===== config.mk =====
export PLATFORM = sky130hd
export DESIGN_NAME = sli_seq_ctrl
export DESIGN_NICKNAME = d
export VERILOG_FILES = /design/src/rtl/sli_pkg.sv /design/src/rtl/sli_seq_ctrl_sync_rise.sv /design/src/rtl/sli_seq_ctrl.sv
export SDC_FILE = /design/constraint.sdc
export NUM_CORES = 1
export LEC_CHECK = 0
export BUFFER_PORTS_ARGS = -buffer_cell sky130_fd_sc_hd__buf_4
export CORE_AREA = 2 2 65 79
export DETAILED_ROUTE_END_ITERATION = 6
export DIE_AREA = 0 0 67 81
export HOLD_SLACK_MARGIN = 0.05
export PLACE_DENSITY = 0.74
export SYNTH_ARGS = -nofsm -noshare
export SYNTH_HDL_FRONTEND = slang
export SYNTH_SLANG_ARGS = --single-unit

===== constraint.sdc =====
create_clock -name clk -period 2 [get_ports clk]
set_input_delay 0.3 -clock clk [delete_from_list [all_inputs] [get_ports clk]]
set_output_delay 0.3 -clock clk [all_outputs]
set_load 0.02 [all_outputs]

===== src/rtl/sli_pkg.sv =====
`default_nettype none
// ============================================================================
// Module      : sli_pkg
// Description : Shared constants for the structured-light sequencer:
//               FSM state encoding, pattern index ranges and default timing.
// Revision    : 1.0 - initial release
// ============================================================================
package sli_pkg;

  // Sequencer state encoding (visible on state_dbg)
  localparam logic [1:0] ST_IDLE     = 2'd0;
  localparam logic [1:0] ST_WAIT_RDY = 2'd1;
  localparam logic [1:0] ST_ARM      = 2'd2;
  localparam logic [1:0] ST_EXPOSE   = 2'd3;

  // Pattern space: 3 spatial frequencies x 8 phase frames
  localparam int NUM_FRA = 8;
  localparam int NUM_FRQ = 3;

  // Default timing
  localparam int unsigned DEF_EXP_CYCLES     = 32'h0008_0000;
  localparam logic [7:0]  DEF_TIMEOUT_FRAMES = 8'd240;

endpackage : sli_pkg
`default_nettype wire


===== src/rtl/sli_seq_ctrl_sync_rise.sv =====
`default_nettype none
// ============================================================================
// Module      : sync_rise
// Description : Two-flop synchronizer for an asynchronous level, followed by
//               a registered rising-edge detector. rise_o is a one-cycle
//               pulse three clocks after the input goes high.
// Revision    : 1.0 - initial release
// ============================================================================
module sync_rise (
  input  logic clk,
  input  logic rstn,
  input  logic d_i,
  output logic rise_o
);

  // [0],[1] form the synchronizer, [2] is the delayed copy for edge detect
  logic [2:0] sync_q;
  logic       rise_q;

  // Synchronize the input and register a single-cycle pulse on its rise
  always_ff @(posedge clk or negedge rstn) begin
    if (!rstn) begin
      sync_q <= 3'b000;
      rise_q <= 1'b0;
    end else begin
      sync_q <= {sync_q[1:0], d_i};
      rise_q <= sync_q[1] & ~sync_q[2];
    end
  end

  assign rise_o = rise_q;

endmodule : sync_rise
`default_nettype wire


===== src/rtl/sli_seq_ctrl.sv =====
`default_nettype none
// ============================================================================
// Module      : sli_seq_ctrl
// Description : Structured-light pattern sequencer. Steps through 3 spatial
//               frequencies x 8 phase frames, one step per camera-ready
//               handshake aligned to vsync, and fires an exposure trigger of
//               fixed length on the frame after each step.
// Revision    : 1.0 - initial release
// ============================================================================
module sli_seq_ctrl
  import sli_pkg::*;
#(
  parameter int unsigned EXP_CYCLES     = DEF_EXP_CYCLES,
  parameter logic [7:0]  TIMEOUT_FRAMES = DEF_TIMEOUT_FRAMES
) (
  input  logic       clk,
  input  logic       rstn,
  input  logic       mode,
  input  logic       vsync,
  input  logic       rdy,
  output logic [1:0] frq,
  output logic [2:0] fra,
  output logic       hold,
  output logic       trig,
  output logic       f_frm,
  output logic       seq_done,
  output logic       rdy_timeout,
  output logic [1:0] state_dbg
);

  localparam int              EXP_CW   = (EXP_CYCLES > 1) ? $clog2(EXP_CYCLES) : 1;
  localparam logic [EXP_CW-1:0] EXP_LAST = EXP_CW'(EXP_CYCLES - 1);
  localparam logic [2:0]      FRA_LAST = 3'(NUM_FRA - 1);
  localparam logic [1:0]      FRQ_LAST = 2'(NUM_FRQ - 1);

  logic [1:0]        state_q, state_d;
  logic [1:0]        frq_q, frq_d;
  logic [2:0]        fra_q, fra_d;
  logic              hold_q, hold_d;
  logic              trig_q, trig_d;
  logic              seq_done_q, seq_done_d;
  logic              timeout_q, timeout_d;
  logic              adv_pend_q, adv_pend_d;
  logic [7:0]        frame_cnt_q, frame_cnt_d;
  logic [EXP_CW-1:0] exp_cnt_q, exp_cnt_d;
  logic              vsync_q;
  logic              vsync_rise;
  logic              rdy_rise;

  sync_rise u_rdy_sync (
    .clk    (clk),
    .rstn   (rstn),
    .d_i    (rdy),
    .rise_o (rdy_rise)
  );

  // Delay vsync by one clock for rising-edge detection
  always_ff @(posedge clk or negedge rstn) begin
    if (!rstn) vsync_q <= 1'b0;
    else       vsync_q <= vsync;
  end

  assign vsync_rise = vsync & ~vsync_q;

  // Next-state logic; pass-through mode overrides every other event
  always_comb begin
    state_d     = state_q;
    frq_d       = frq_q;
    fra_d       = fra_q;
    hold_d      = hold_q;
    trig_d      = trig_q;
    seq_done_d  = 1'b0;
    timeout_d   = timeout_q;
    adv_pend_d  = adv_pend_q;
    frame_cnt_d = frame_cnt_q;
    exp_cnt_d   = exp_cnt_q;

    if (mode) begin
      state_d     = ST_IDLE;
      frq_d       = 2'd0;
      fra_d       = 3'd0;
      hold_d      = 1'b1;
      trig_d      = 1'b0;
      timeout_d   = 1'b0;
      adv_pend_d  = 1'b0;
      frame_cnt_d = 8'd0;
      exp_cnt_d   = '0;
    end else begin
      case (state_q)
        ST_IDLE: begin
          adv_pend_d  = 1'b0;
          frame_cnt_d = 8'd0;
          state_d     = ST_WAIT_RDY;
        end

        ST_WAIT_RDY: begin
          // A ready seen in the same cycle as vsync counts as pending
          if (vsync_rise && (adv_pend_q || rdy_rise)) begin
            if (fra_q == FRA_LAST) begin
              fra_d      = 3'd0;
              frq_d      = (frq_q == FRQ_LAST) ? 2'd0 : frq_q + 2'd1;
              seq_done_d = (frq_q == FRQ_LAST);
            end else begin
              fra_d = fra_q + 3'd1;
            end
            hold_d      = 1'b0;
            adv_pend_d  = 1'b0;
            frame_cnt_d = 8'd0;
            state_d     = ST_ARM;
          end else begin
            if (rdy_rise) adv_pend_d = 1'b1;
            // Count frames spent waiting for the camera; saturate at 255
            if (vsync_rise && !adv_pend_q) begin
              if (frame_cnt_q != 8'hFF) frame_cnt_d = frame_cnt_q + 8'd1;
              if (frame_cnt_q + 8'd1 >= TIMEOUT_FRAMES) timeout_d = 1'b1;
            end
          end
        end

        ST_ARM: begin
          adv_pend_d = 1'b0;
          if (vsync_rise) begin
            trig_d    = 1'b1;
            hold_d    = 1'b1;
            exp_cnt_d = '0;
            state_d   = ST_EXPOSE;
          end
        end

        ST_EXPOSE: begin
          adv_pend_d = 1'b0;
          if (exp_cnt_q == EXP_LAST) begin
            trig_d      = 1'b0;
            frame_cnt_d = 8'd0;
            state_d     = ST_WAIT_RDY;
          end else begin
            exp_cnt_d = exp_cnt_q + EXP_CW'(1);
          end
        end

        default: state_d = ST_IDLE;
      endcase
    end
  end

  // Sequencer state registers; reset drops trig asynchronously
  always_ff @(posedge clk or negedge rstn) begin
    if (!rstn) begin
      state_q     <= ST_IDLE;
      frq_q       <= 2'd0;
      fra_q       <= 3'd0;
      hold_q      <= 1'b1;
      trig_q      <= 1'b0;
      seq_done_q  <= 1'b0;
      timeout_q   <= 1'b0;
      adv_pend_q  <= 1'b0;
      frame_cnt_q <= 8'd0;
      exp_cnt_q   <= '0;
    end else begin
      state_q     <= state_d;
      frq_q       <= frq_d;
      fra_q       <= fra_d;
      hold_q      <= hold_d;
      trig_q      <= trig_d;
      seq_done_q  <= seq_done_d;
      timeout_q   <= timeout_d;
      adv_pend_q  <= adv_pend_d;
      frame_cnt_q <= frame_cnt_d;
      exp_cnt_q   <= exp_cnt_d;
    end
  end

  assign frq         = frq_q;
  assign fra         = fra_q;
  assign hold        = hold_q;
  assign trig        = trig_q;
  assign seq_done    = seq_done_q;
  assign rdy_timeout = timeout_q;
  assign state_dbg   = state_q;
  assign f_frm       = (frq_q == 2'd0) && (fra_q == 3'd0);

endmodule : sli_seq_ctrl
`default_nettype wire


==> results of run 1 <==
what timing repair did:
action	CTS	global route
hold endpoints to repair	43	0
hold buffers	1	0
setup buffers	0	1
endpoints found under the setup margin	1	22
pin swaps	0	4
gates resized for setup	1	12
per-stage QoR:
stage | utilization | worst slack [ns] | area, um^2 | setup TNS [ns] | instances
after global placement | 0.593 | -0.0162 | 2830 | -0.0162 | 356
after global routing | 0.629 | -0.00574 | 3000 | -0.00881 | 366
after detailed placement | 0.593 | -0.00159 | 2830 | -0.00159 | 356
after floorplan | - | 0.0297 | 2460 | 0 | 263
final | 0.629 | 0.0892 | 3000 | 0 | 366
after CTS | 0.617 | 0.0522 | 2940 | 0 | 365
sequential cells by signal, indices dropped and copies added (netlist names):
name,count
adv_pend_q,1
u_rdy_sync.rise_o,1
u_rdy_sync.sync_q,3
vsync_q,1
trig,1
fra,3
exp_cnt_q,19
state_dbg,2
frame_cnt_q,8
hold,1
rdy_timeout,1
seq_done,1
frq,2
final timing paths:
check	to	from	cells after the start	slack (ns)
min	u_rdy_sync.sync_q[0]$_DFF_PN0_	rdy	1	0.11
min in group asynchronous	fra[2]$_DFFE_PN0P_	rstn	2	0.54
max	exp_cnt_q[15]$_DFFE_PN0P_	exp_cnt_q[1]$_DFFE_PN0P_	7	0.09
max reg2reg	exp_cnt_q[15]$_DFFE_PN0P_	exp_cnt_q[1]$_DFFE_PN0P_	7	0.09
min reg2reg	u_rdy_sync.sync_q[1]$_DFF_PN0_	u_rdy_sync.sync_q[0]$_DFF_PN0_	0	0.35
max in group asynchronous	state_dbg[0]$_DFFE_PN0P_	rstn	2	1.06
cells by family after synthesis:
family / count (synthesis) / share of synthesized area
simple gates: 105 / 0.238
buf+inv: 22 / 0.0357
xor+xnor: 1 / 0.00357
compound gates: 78 / 0.211
mux: 3 / 0.0127
fa+ha+maj: 10 / 0.0510
flops: 44 / 0.449
per-layer routing:
| metal | GRT usage | wire length, um |
|---|---|---|
| met1 | 0.253 | 2330 |
| met2 | 0.395 | 2750 |
| met3 | 0.0471 | 161 |
| met4 | 0.0612 | 47 |
| met5 | 0 | 0 |
layout make-up:
class	count	area, um^2	area share
sequential	44	1100	0.369
timing repair buffer	45	353	0.118
inverter	12	45.0	0.0150
tap	60	75.1	0.0251
clock buffer	8	100	0.0334
multi-input combinational	197	1320	0.440
synth_stat cells (2+ instances only):
cell type and count:
dfrtp_1 43, a21oi_1 22, nand2_1 20, nor2_1 19, o21ai_0 15, inv_1 12, a31oi_1 11, nand3_1 11
ha_1 10, nor3_1 9, nand4_1 8, nand2b_1 6, clkbuf_1 5, or2_2 5, a221o_1 4, and3_1 4
buf_2 4, nor2b_1 4, nor4b_1 4, nand3b_1 3, a22o_1 2, a41oi_1 2, mux2i_1 2, nand4_2 2
nor4_1 2, o211ai_1 2, o21ba_2 2, o22ai_1 2, or3_1 2, or4_1 2
power by group through the flow:
| stage | sequential, W | clock [W] | combinational, W |
|---|---|---|---|
| floorplan | 0.00100 | 0 | 0.000289 |
| global placement | 0.000982 | 0 | 0.000499 |
| detailed placement | 0.000982 | 0 | 0.000517 |
| CTS | 0.000964 | 0.000625 | 0.000524 |
| global route | 0.000970 | 0.000672 | 0.000589 |
| finish | 0.000965 | 0.000606 | 0.000535 |
worst register-to-register path: cells and delay by family, from the launching register on:
| kind | cells | cell delay (ns) |
|---|---|---|
| AO/OA/AOI/OAI | 2 | 0.36 |
| AND/OR/NAND/NOR | 3 | 0.70 |
| flip-flops | 1 | 0.39 |
| buffers and inverters | 1 | 0.18 |
| adder cells (fa/ha/maj) | 1 | 0.18 |
==> impl_table.tex, run 1 <==
\begin{tabular}{lr}
\hline
Metric & Value \\
\hline
\multicolumn{2}{l}{\textbf{Synthesis}} \\
\quad Commonest register cell after synthesis & dfrtp\_1 \\
\quad Largest cells by area after synthesis & dfrtp\_1, ha\_1, a21oi\_1 \\
\quad Sequential fraction of the synthesis area & 0.449 \\
\quad Post-synthesis instance area & around 2500 um\^{}2 \\
\quad Mean instance size in the synthesized netlist & just over 9 um\^{}2 \\
\quad Syn Nets & 278 \\
\quad Cell type with the highest aggregate area in the netlist & dfrtp\_1 \\
\quad Number of warnings printed during yosys synthesis & 0 \\
\quad Netlist cell types & between 50 and 60 \\
\quad Post-synth EDFFs & 0 \\
\quad Post-synthesis cell count & 263 \\
\quad Area share of the leading cell type in the synthesized netlist & 0.438 \\
\quad Flop and latch count out of synthesis & 44 \\
\quad Share of synthesized flip-flops with an asynchronous set or reset & 1.00 \\
\multicolumn{2}{l}{\textbf{Detailed routing}} \\
\quad Drt drc & 0 \\
\quad Number of vias per cell after detailed routing & 5.77 \\
\quad Detailed-router iteration count before antenna repair & 4 \\
\quad Routed via count & 2,113 \\
\quad Antenna Nets Post-Route & 0 \\
\quad 1st-iter DRT viols & 140 \\
\quad Drt wl/cell & roughly 14 um \\
\quad Final Routed Wirelength & 5290 um \\
\multicolumn{2}{l}{\textbf{Clocking}} \\
\quad Clock transition at path regs & around 0.07 ns \\
\quad Number of buffers between clock root and the deepest sink & 2 \\
\quad Clock tree from TritonCTS & built \\
\quad CTS buffer count & 5 \\
\quad Latest clock arrival within the worst-skew pair & roughly 0.3 ns \\
\quad Depth of the CTS H-tree & 2 \\
\quad Number of clock sinks seen by CTS & 44 \\
\quad Root buf cell & clkbuf\_8 \\
\multicolumn{2}{l}{\textbf{Worst setup path}} \\
\quad Kind of critical path & reg -> reg \\
\quad Critical path peak fanout & 6 \\
\quad Longest individual stage delay on the worst path & roughly 0.53 ns \\
\quad Top Family by Delay on Critical Path & simple AND/OR/NAND/NOR gates \\
\quad Number of buffers and inverters on the critical path & 1 \\
\quad Critical Path Start Type & flip-flop \\
\quad Worst Setup End Kind & flip-flop \\
\quad Critical Path Slowest Stage Cell & or4\_4 \\
\quad Worst-path cell chain & ha\_1 -> nand2\_1 -> or4\_4 -> o21ai\_2 -> buf\_4 -> nor3\_1 -> o21bai\_1 \\
\quad WP data arrival & 2.09 ns \\
\quad Required time of the critical path & 2.18 ns \\
\multicolumn{2}{l}{\textbf{STA}} \\
\quad Worst slew margin & 0.624 \\
\quad Setup clock skew after layout & 0.00930 ns \\
\quad Post-layout minimum cycle time & approximately 1.9 ns \\
\quad Number of hold violations in the final report & 0 \\
\quad Final Cycle Share & 0.955 \\
\quad Number of pins with negative max-slew slack in the final report & 0 \\
\quad WHS & 0.112 ns \\
\quad Actual slew at the worst max-slew pin & 0.564 ns \\
\quad Setup violation total in the final timing report & 0 \\
\quad FMAX & 523 MHz \\
\multicolumn{2}{l}{\textbf{Die}} \\
\quad Horizontal die dimension & between 60 and 70 um \\
\quad Standard-cell row count & 28 \\
\quad Die height & 81 um \\
\quad Area of the core & 4760 um\^{}2 \\
\quad Initial core utilization & 0.515 \\
\quad Die Footprint & 5430 um\^{}2 \\
\quad Ports placed on the boundary & 17 \\
\multicolumn{2}{l}{\textbf{Layout}} \\
\quad Diodes inserted & 0 \\
\quad Total of fill cells in the finished design & 419 \\
\quad Layout Nets & 320 \\
\quad Synthesis-to-layout area growth & 22.0\% \\
\quad Most used cells in the layout excluding fill and tap cells & buf\_4, dfrtp\_1, a21oi\_1, nand2\_1, nor2\_1 \\
\quad Fraction of layout instances using a drive strength above 1 & 0.255 \\
\quad Most common library cell in the layout ignoring fill and taps & buf\_4 \\
\multicolumn{2}{l}{\textbf{Run status}} \\
\quad Result of the run & finished, final reports clean \\
\multicolumn{2}{l}{\textbf{Global routing}} \\
\quad Pin count of the biggest net entering global routing & 45 \\
\quad Number of antenna violations at the first check in global routing & 0 \\
\quad Global-route wire length before repair & 9010 um \\
\quad Vias in the first global route & 2,043 \\
\quad Total routing usage reported by global routing & 0.217 \\
\quad Residual overflow from global routing & 0 \\
\multicolumn{2}{l}{\textbf{Placed design}} \\
\quad Total of buffers placed on input and output ports & 16 \\
\quad Total half-perimeter wirelength after legalization and detailed placement & 3730 um \\
\quad Placer Congestion & $\sim$0.83 \\
\multicolumn{2}{l}{\textbf{Power}} \\
\quad Total leakage power & roughly 1.3 nW \\
\quad Switching share of total power & 0.304 \\
\quad Internal portion of total power & around 0.0015 W \\
\quad Combinational power share & 0.254 \\
\quad Sequential share of power & 0.458 \\
\quad Maximum vdd ir drop & 0.538 mV \\
\quad Power density normalized to cell area & about 700 nW/um\^{}2 \\
\quad Clk network pwr share & 0.288 \\
\quad Switching power of the nets & 0.000640 W \\
\quad Post-layout power & about 0.0021 W \\
\multicolumn{2}{l}{\textbf{Flow run}} \\
\quad Reported max-cap violation count & 0 \\
\multicolumn{2}{l}{\textbf{Worst hold path}} \\
\quad Worst min-delay path class & in -> reg \\
\hline
\end{tabular}
No activity file was read; power rests on OpenSTA's default activity.
==> inputs of run 2 (changes only) <==
--- a/config.mk
+++ b/config.mk
@@ -6,11 +6,11 @@
 export NUM_CORES = 1
 export LEC_CHECK = 0
 export BUFFER_PORTS_ARGS = -buffer_cell sky130_fd_sc_hd__buf_4
-export CORE_AREA = 2 2 65 79
+export CORE_AREA = 2 2 71 73
 export DETAILED_ROUTE_END_ITERATION = 6
-export DIE_AREA = 0 0 67 81
-export HOLD_SLACK_MARGIN = 0.05
-export PLACE_DENSITY = 0.74
+export DIE_AREA = 0 0 73 75
+export HOLD_SLACK_MARGIN = 0.15
+export PLACE_DENSITY = 0.73
 export SYNTH_ARGS = -nofsm -noshare
 export SYNTH_HDL_FRONTEND = slang
 export SYNTH_SLANG_ARGS = --single-unit
==> run 2 against run 1 <==
  * Via count decreased by 1.2%
  * Utilization up 1.9 points
  * Combinational power increased by 3%
  * Sequential cell count unchanged
  * Worst hold slack better by 0.24 ns
  * Final cell count fell by 1.6%
  * Largest cell class unchanged
  * Highest routed layer unchanged
==> impl_table.tex, run 2 (synthesis results as in run 1) <==
\begin{tabular}{lr}
\hline
Metric & Value \\
\hline
\multicolumn{2}{l}{\textbf{Placed design}} \\
\quad Total half-perimeter wirelength after legalization and detailed placement & 3650 um (was 3730 um) \\
\quad Area post-placement & 2810 um\^{}2 (was 2830 um\^{}2) \\
\quad Total of buffers placed on input and output ports & 16 (unchanged) \\
\quad Placer Congestion & 0.868 (was 0.833) \\
\multicolumn{2}{l}{\textbf{Power}} \\
\quad Internal portion of total power & 0.00161 W (was 0.00147 W) \\
\quad Switching power of the nets & 0.000652 W (was 0.000640 W) \\
\quad Maximum vdd ir drop & 0.391 mV (was 0.538 mV) \\
\quad Post-layout power & 0.00226 W (was 0.00211 W) \\
\quad Total leakage power & 1.35 nW (was 1.33 nW) \\
\quad Combinational power share & 0.245 (was 0.254) \\
\quad Sequential share of power & 0.426 (was 0.458) \\
\quad Power density normalized to cell area & 748 nW/um\^{}2 (was 703 nW/um\^{}2) \\
\quad Switching share of total power & 0.289 (was 0.304) \\
\quad Clk network pwr share & 0.329 (was 0.288) \\
\multicolumn{2}{l}{\textbf{Worst setup path}} \\
\quad Critical Path Start Type & flip-flop (unchanged) \\
\quad Longest individual stage delay on the worst path & 0.52 ns (was 0.53 ns) \\
\quad Worst Setup End Kind & flip-flop (unchanged) \\
\quad Worst-path cell chain & ha\_1 -> nand2\_1 -> or4\_4 -> o21ai\_2 -> buf\_4 -> nor3\_1 -> o21bai\_1 (unchanged) \\
\quad Kind of critical path & reg -> reg (unchanged) \\
\quad Worst r2r src & exp\_cnt\_q[1]\$\_DFFE\_PN0P\_ (unchanged) \\
\quad WP data arrival & 2.09 ns (about the same) \\
\quad Critical path peak fanout & 4 (was 6) \\
\quad Source of the critical timing path & exp\_cnt\_q[1]\$\_DFFE\_PN0P\_ (unchanged) \\
\quad Critical Path Slowest Stage Cell & or4\_4 (unchanged) \\
\quad Required time of the critical path & 2.19 ns (was 2.18 ns) \\
\multicolumn{2}{l}{\textbf{Run status}} \\
\quad Result of the run & finished, final reports clean (unchanged) \\
\multicolumn{2}{l}{\textbf{STA}} \\
\quad WHS & 0.356 ns (was 0.112 ns) \\
\quad Setup clock skew after layout & 0.00456 ns (was 0.00930 ns) \\
\quad Post-layout minimum cycle time & 1.89 ns (was 1.91 ns) \\
\quad FMAX & 529 MHz (was 523 MHz) \\
\quad Setup repair after global routing missed its margin & no \\
\quad Number of hold violations in the final report & 0 (unchanged) \\
\quad Setup tns final & 0 ns (unchanged) \\
\quad Setup violation total in the final timing report & 0 (unchanged) \\
\quad Number of pins with negative max-slew slack in the final report & 0 (unchanged) \\
\quad Final Cycle Share & 0.946 (was 0.955) \\
\quad Actual slew at the worst max-slew pin & 0.555 ns (was 0.564 ns) \\
\quad Worst slew margin & 0.630 (was 0.624) \\
\multicolumn{2}{l}{\textbf{Global routing}} \\
\quad Global-route wire length before repair & 8950 um (was 9010 um) \\
\quad Pin count of the biggest net entering global routing & 45 (unchanged) \\
\quad Number of antenna violations at the first check in global routing & 0 (unchanged) \\
\quad Total routing usage reported by global routing & 0.211 (was 0.217) \\
\quad Residual overflow from global routing & 0 (unchanged) \\
\quad Vias in the first global route & 1,941 (was 2,043) \\
\multicolumn{2}{l}{\textbf{Die}} \\
\quad Area of the core & 4660 um\^{}2 (was 4760 um\^{}2) \\
\quad Die Footprint & 5480 um\^{}2 (was 5430 um\^{}2) \\
\quad Initial core utilization & 0.527 (was 0.515) \\
\quad Ports placed on the boundary & 17 (unchanged) \\
\quad Standard-cell row count & 25 (was 28) \\
\quad Horizontal die dimension & 73 um (was 67 um) \\
\quad Die height & 75 um (was 81 um) \\
\multicolumn{2}{l}{\textbf{Detailed routing}} \\
\quad Routed via count & 2,087 (was 2,113) \\
\quad Final Routed Wirelength & 5270 um (was 5290 um) \\
\quad Drt wl/cell & 14.6 um (was 14.4 um) \\
\quad Antenna Nets Post-Route & 0 (unchanged) \\
\quad Drt drc & 0 (unchanged) \\
\quad Number of vias per cell after detailed routing & 5.80 (was 5.77) \\
\quad 1st-iter DRT viols & 86 (was 140) \\
\quad Detailed-router iteration count before antenna repair & 4 (unchanged) \\
\multicolumn{2}{l}{\textbf{Layout}} \\
\quad Synthesis-to-layout area growth & 23.0\% (was 22.0\%) \\
\quad Layout Nets & 320 (unchanged) \\
\quad Most flop-heavy register & exp\_cnt\_q (unchanged) \\
\quad Most common library cell in the layout ignoring fill and taps & buf\_4 (unchanged) \\
\quad Most used cells in the layout excluding fill and tap cells & buf\_4, dfrtp\_1, a21oi\_1, nand2\_1, nor2\_1 (unchanged) \\
\quad Diodes inserted & 0 (unchanged) \\
\quad Number of flip-flops in the largest register & 19 (unchanged) \\
\quad Largest registers in the final layout & exp\_cnt\_q (19), frame\_cnt\_q (8) (unchanged) \\
\quad Fraction of layout instances using a drive strength above 1 & 0.248 (was 0.255) \\
\quad Fin area & 3020 um\^{}2 (was 3000 um\^{}2) \\
\multicolumn{2}{l}{\textbf{Flow run}} \\
\quad Reported max-cap violation count & 0 (unchanged) \\
\multicolumn{2}{l}{\textbf{Clocking}} \\
\quad Depth of the CTS H-tree & 2 (unchanged) \\
\quad Root buf cell & clkbuf\_8 (unchanged) \\
\quad Clock transition at path regs & 0.08 ns (was 0.07 ns) \\
\quad Clock tree from TritonCTS & built (unchanged) \\
\quad CTS buffer count & 5 (unchanged) \\
\quad Number of clock sinks seen by CTS & 44 (unchanged) \\
\quad Number of buffers between clock root and the deepest sink & 2 (unchanged) \\
\quad Latest clock arrival within the worst-skew pair & 0.30 ns (about the same) \\
\multicolumn{2}{l}{\textbf{Worst hold path}} \\
\quad Start point of the worst hold path & u\_rdy\_sync.sync\_q[0]\$\_DFF\_PN0\_ (was rdy) \\
\quad Worst min-delay path class & reg -> reg (was in -> reg) \\
\hline
\end{tabular}
run 2: cell count changes in the layout (fill, tap and decap cells not counted), sizes merged:
cell | previous run | this run
buf | 44 | 42
clkbuf | 8 | 7
dlygate4sd3 | 1 | 3
bufinv | 0 | 1
run 2: per-layer routing:
layer	track usage	wire length (um)
met3	0.0402	163
met1	0.279	2590
met5	0	0
met2	0.346	2500
met4	0.0802	12
run 2: power by group through the flow:
| stage | logic (W) | registers (W) | clock network, W |
|---|---|---|---|
| floorplan | 0.000289 | 0.00100 | 0 |
| global placement | 0.000523 | 0.000980 | 0 |
| detailed placement | 0.000532 | 0.000980 | 0 |
| CTS | 0.000543 | 0.000962 | 0.000759 |
| global route | 0.000624 | 0.000970 | 0.000801 |
| finish | 0.000553 | 0.000962 | 0.000744 |
run 2: what timing repair did:
item | 4_1_cts | 5_1_grt
hold buffers | 3 | 0
setup endpoints to repair | 5 | 25
pin swaps | 0 | 1
resized for setup | 1 | 13
setup buffers | 0 | 0
endpoints found under the hold margin | 45 | 0
run 2: layout make-up:
type                       instances  area (um^2)
tap                               54         67.6
timing repair buffer              45          358
fill                             367         1640
multi-input combinational        197         1320
inverter                          12         45.0
clock buffer                       7         96.3
sequential                        44         1110
clock inverter                     1         30.0
run 2: worst paths after layout:
check                                                       to  slack [ns]  depth (start not counted)
worst max-delay path                 exp_cnt_q[15]$_DFFE_PN0P_        0.11                          7
worst min-delay path            u_rdy_sync.sync_q[1]$_DFF_PN0_        0.36                          0
worst max register to register       exp_cnt_q[15]$_DFFE_PN0P_        0.11                          7
worst min register to register  u_rdy_sync.sync_q[1]$_DFF_PN0_        0.36                          0
max in group asynchronous             state_dbg[1]$_DFFE_PN0P_        1.07                          2
min in group asynchronous                   fra[2]$_DFFE_PN0P_        0.53                          2
run 2: critical path, delay by kind of cell, from the launching register on:
kind	cells	cell delay (ns)
buffers and inverters	1	0.16
AND/OR/NAND/NOR	3	0.68
adder cells (fa/ha/maj)	1	0.18
flip-flops	1	0.39
AO/OA/AOI/OAI	2	0.37
run 2: per-stage QoR:
step | util | setup slack (ns) | std cells
4_1_cts | 0.638 | 0.00839 | 360
6_report | 0.648 | 0.108 | 360
3_3_place_gp | 0.603 | 0.0167 | 349
3_5_place_dp | 0.603 | -0.00149 | 349
5_1_grt | 0.648 | 0.00445 | 360
2_1_floorplan | - | 0.0297 | 263
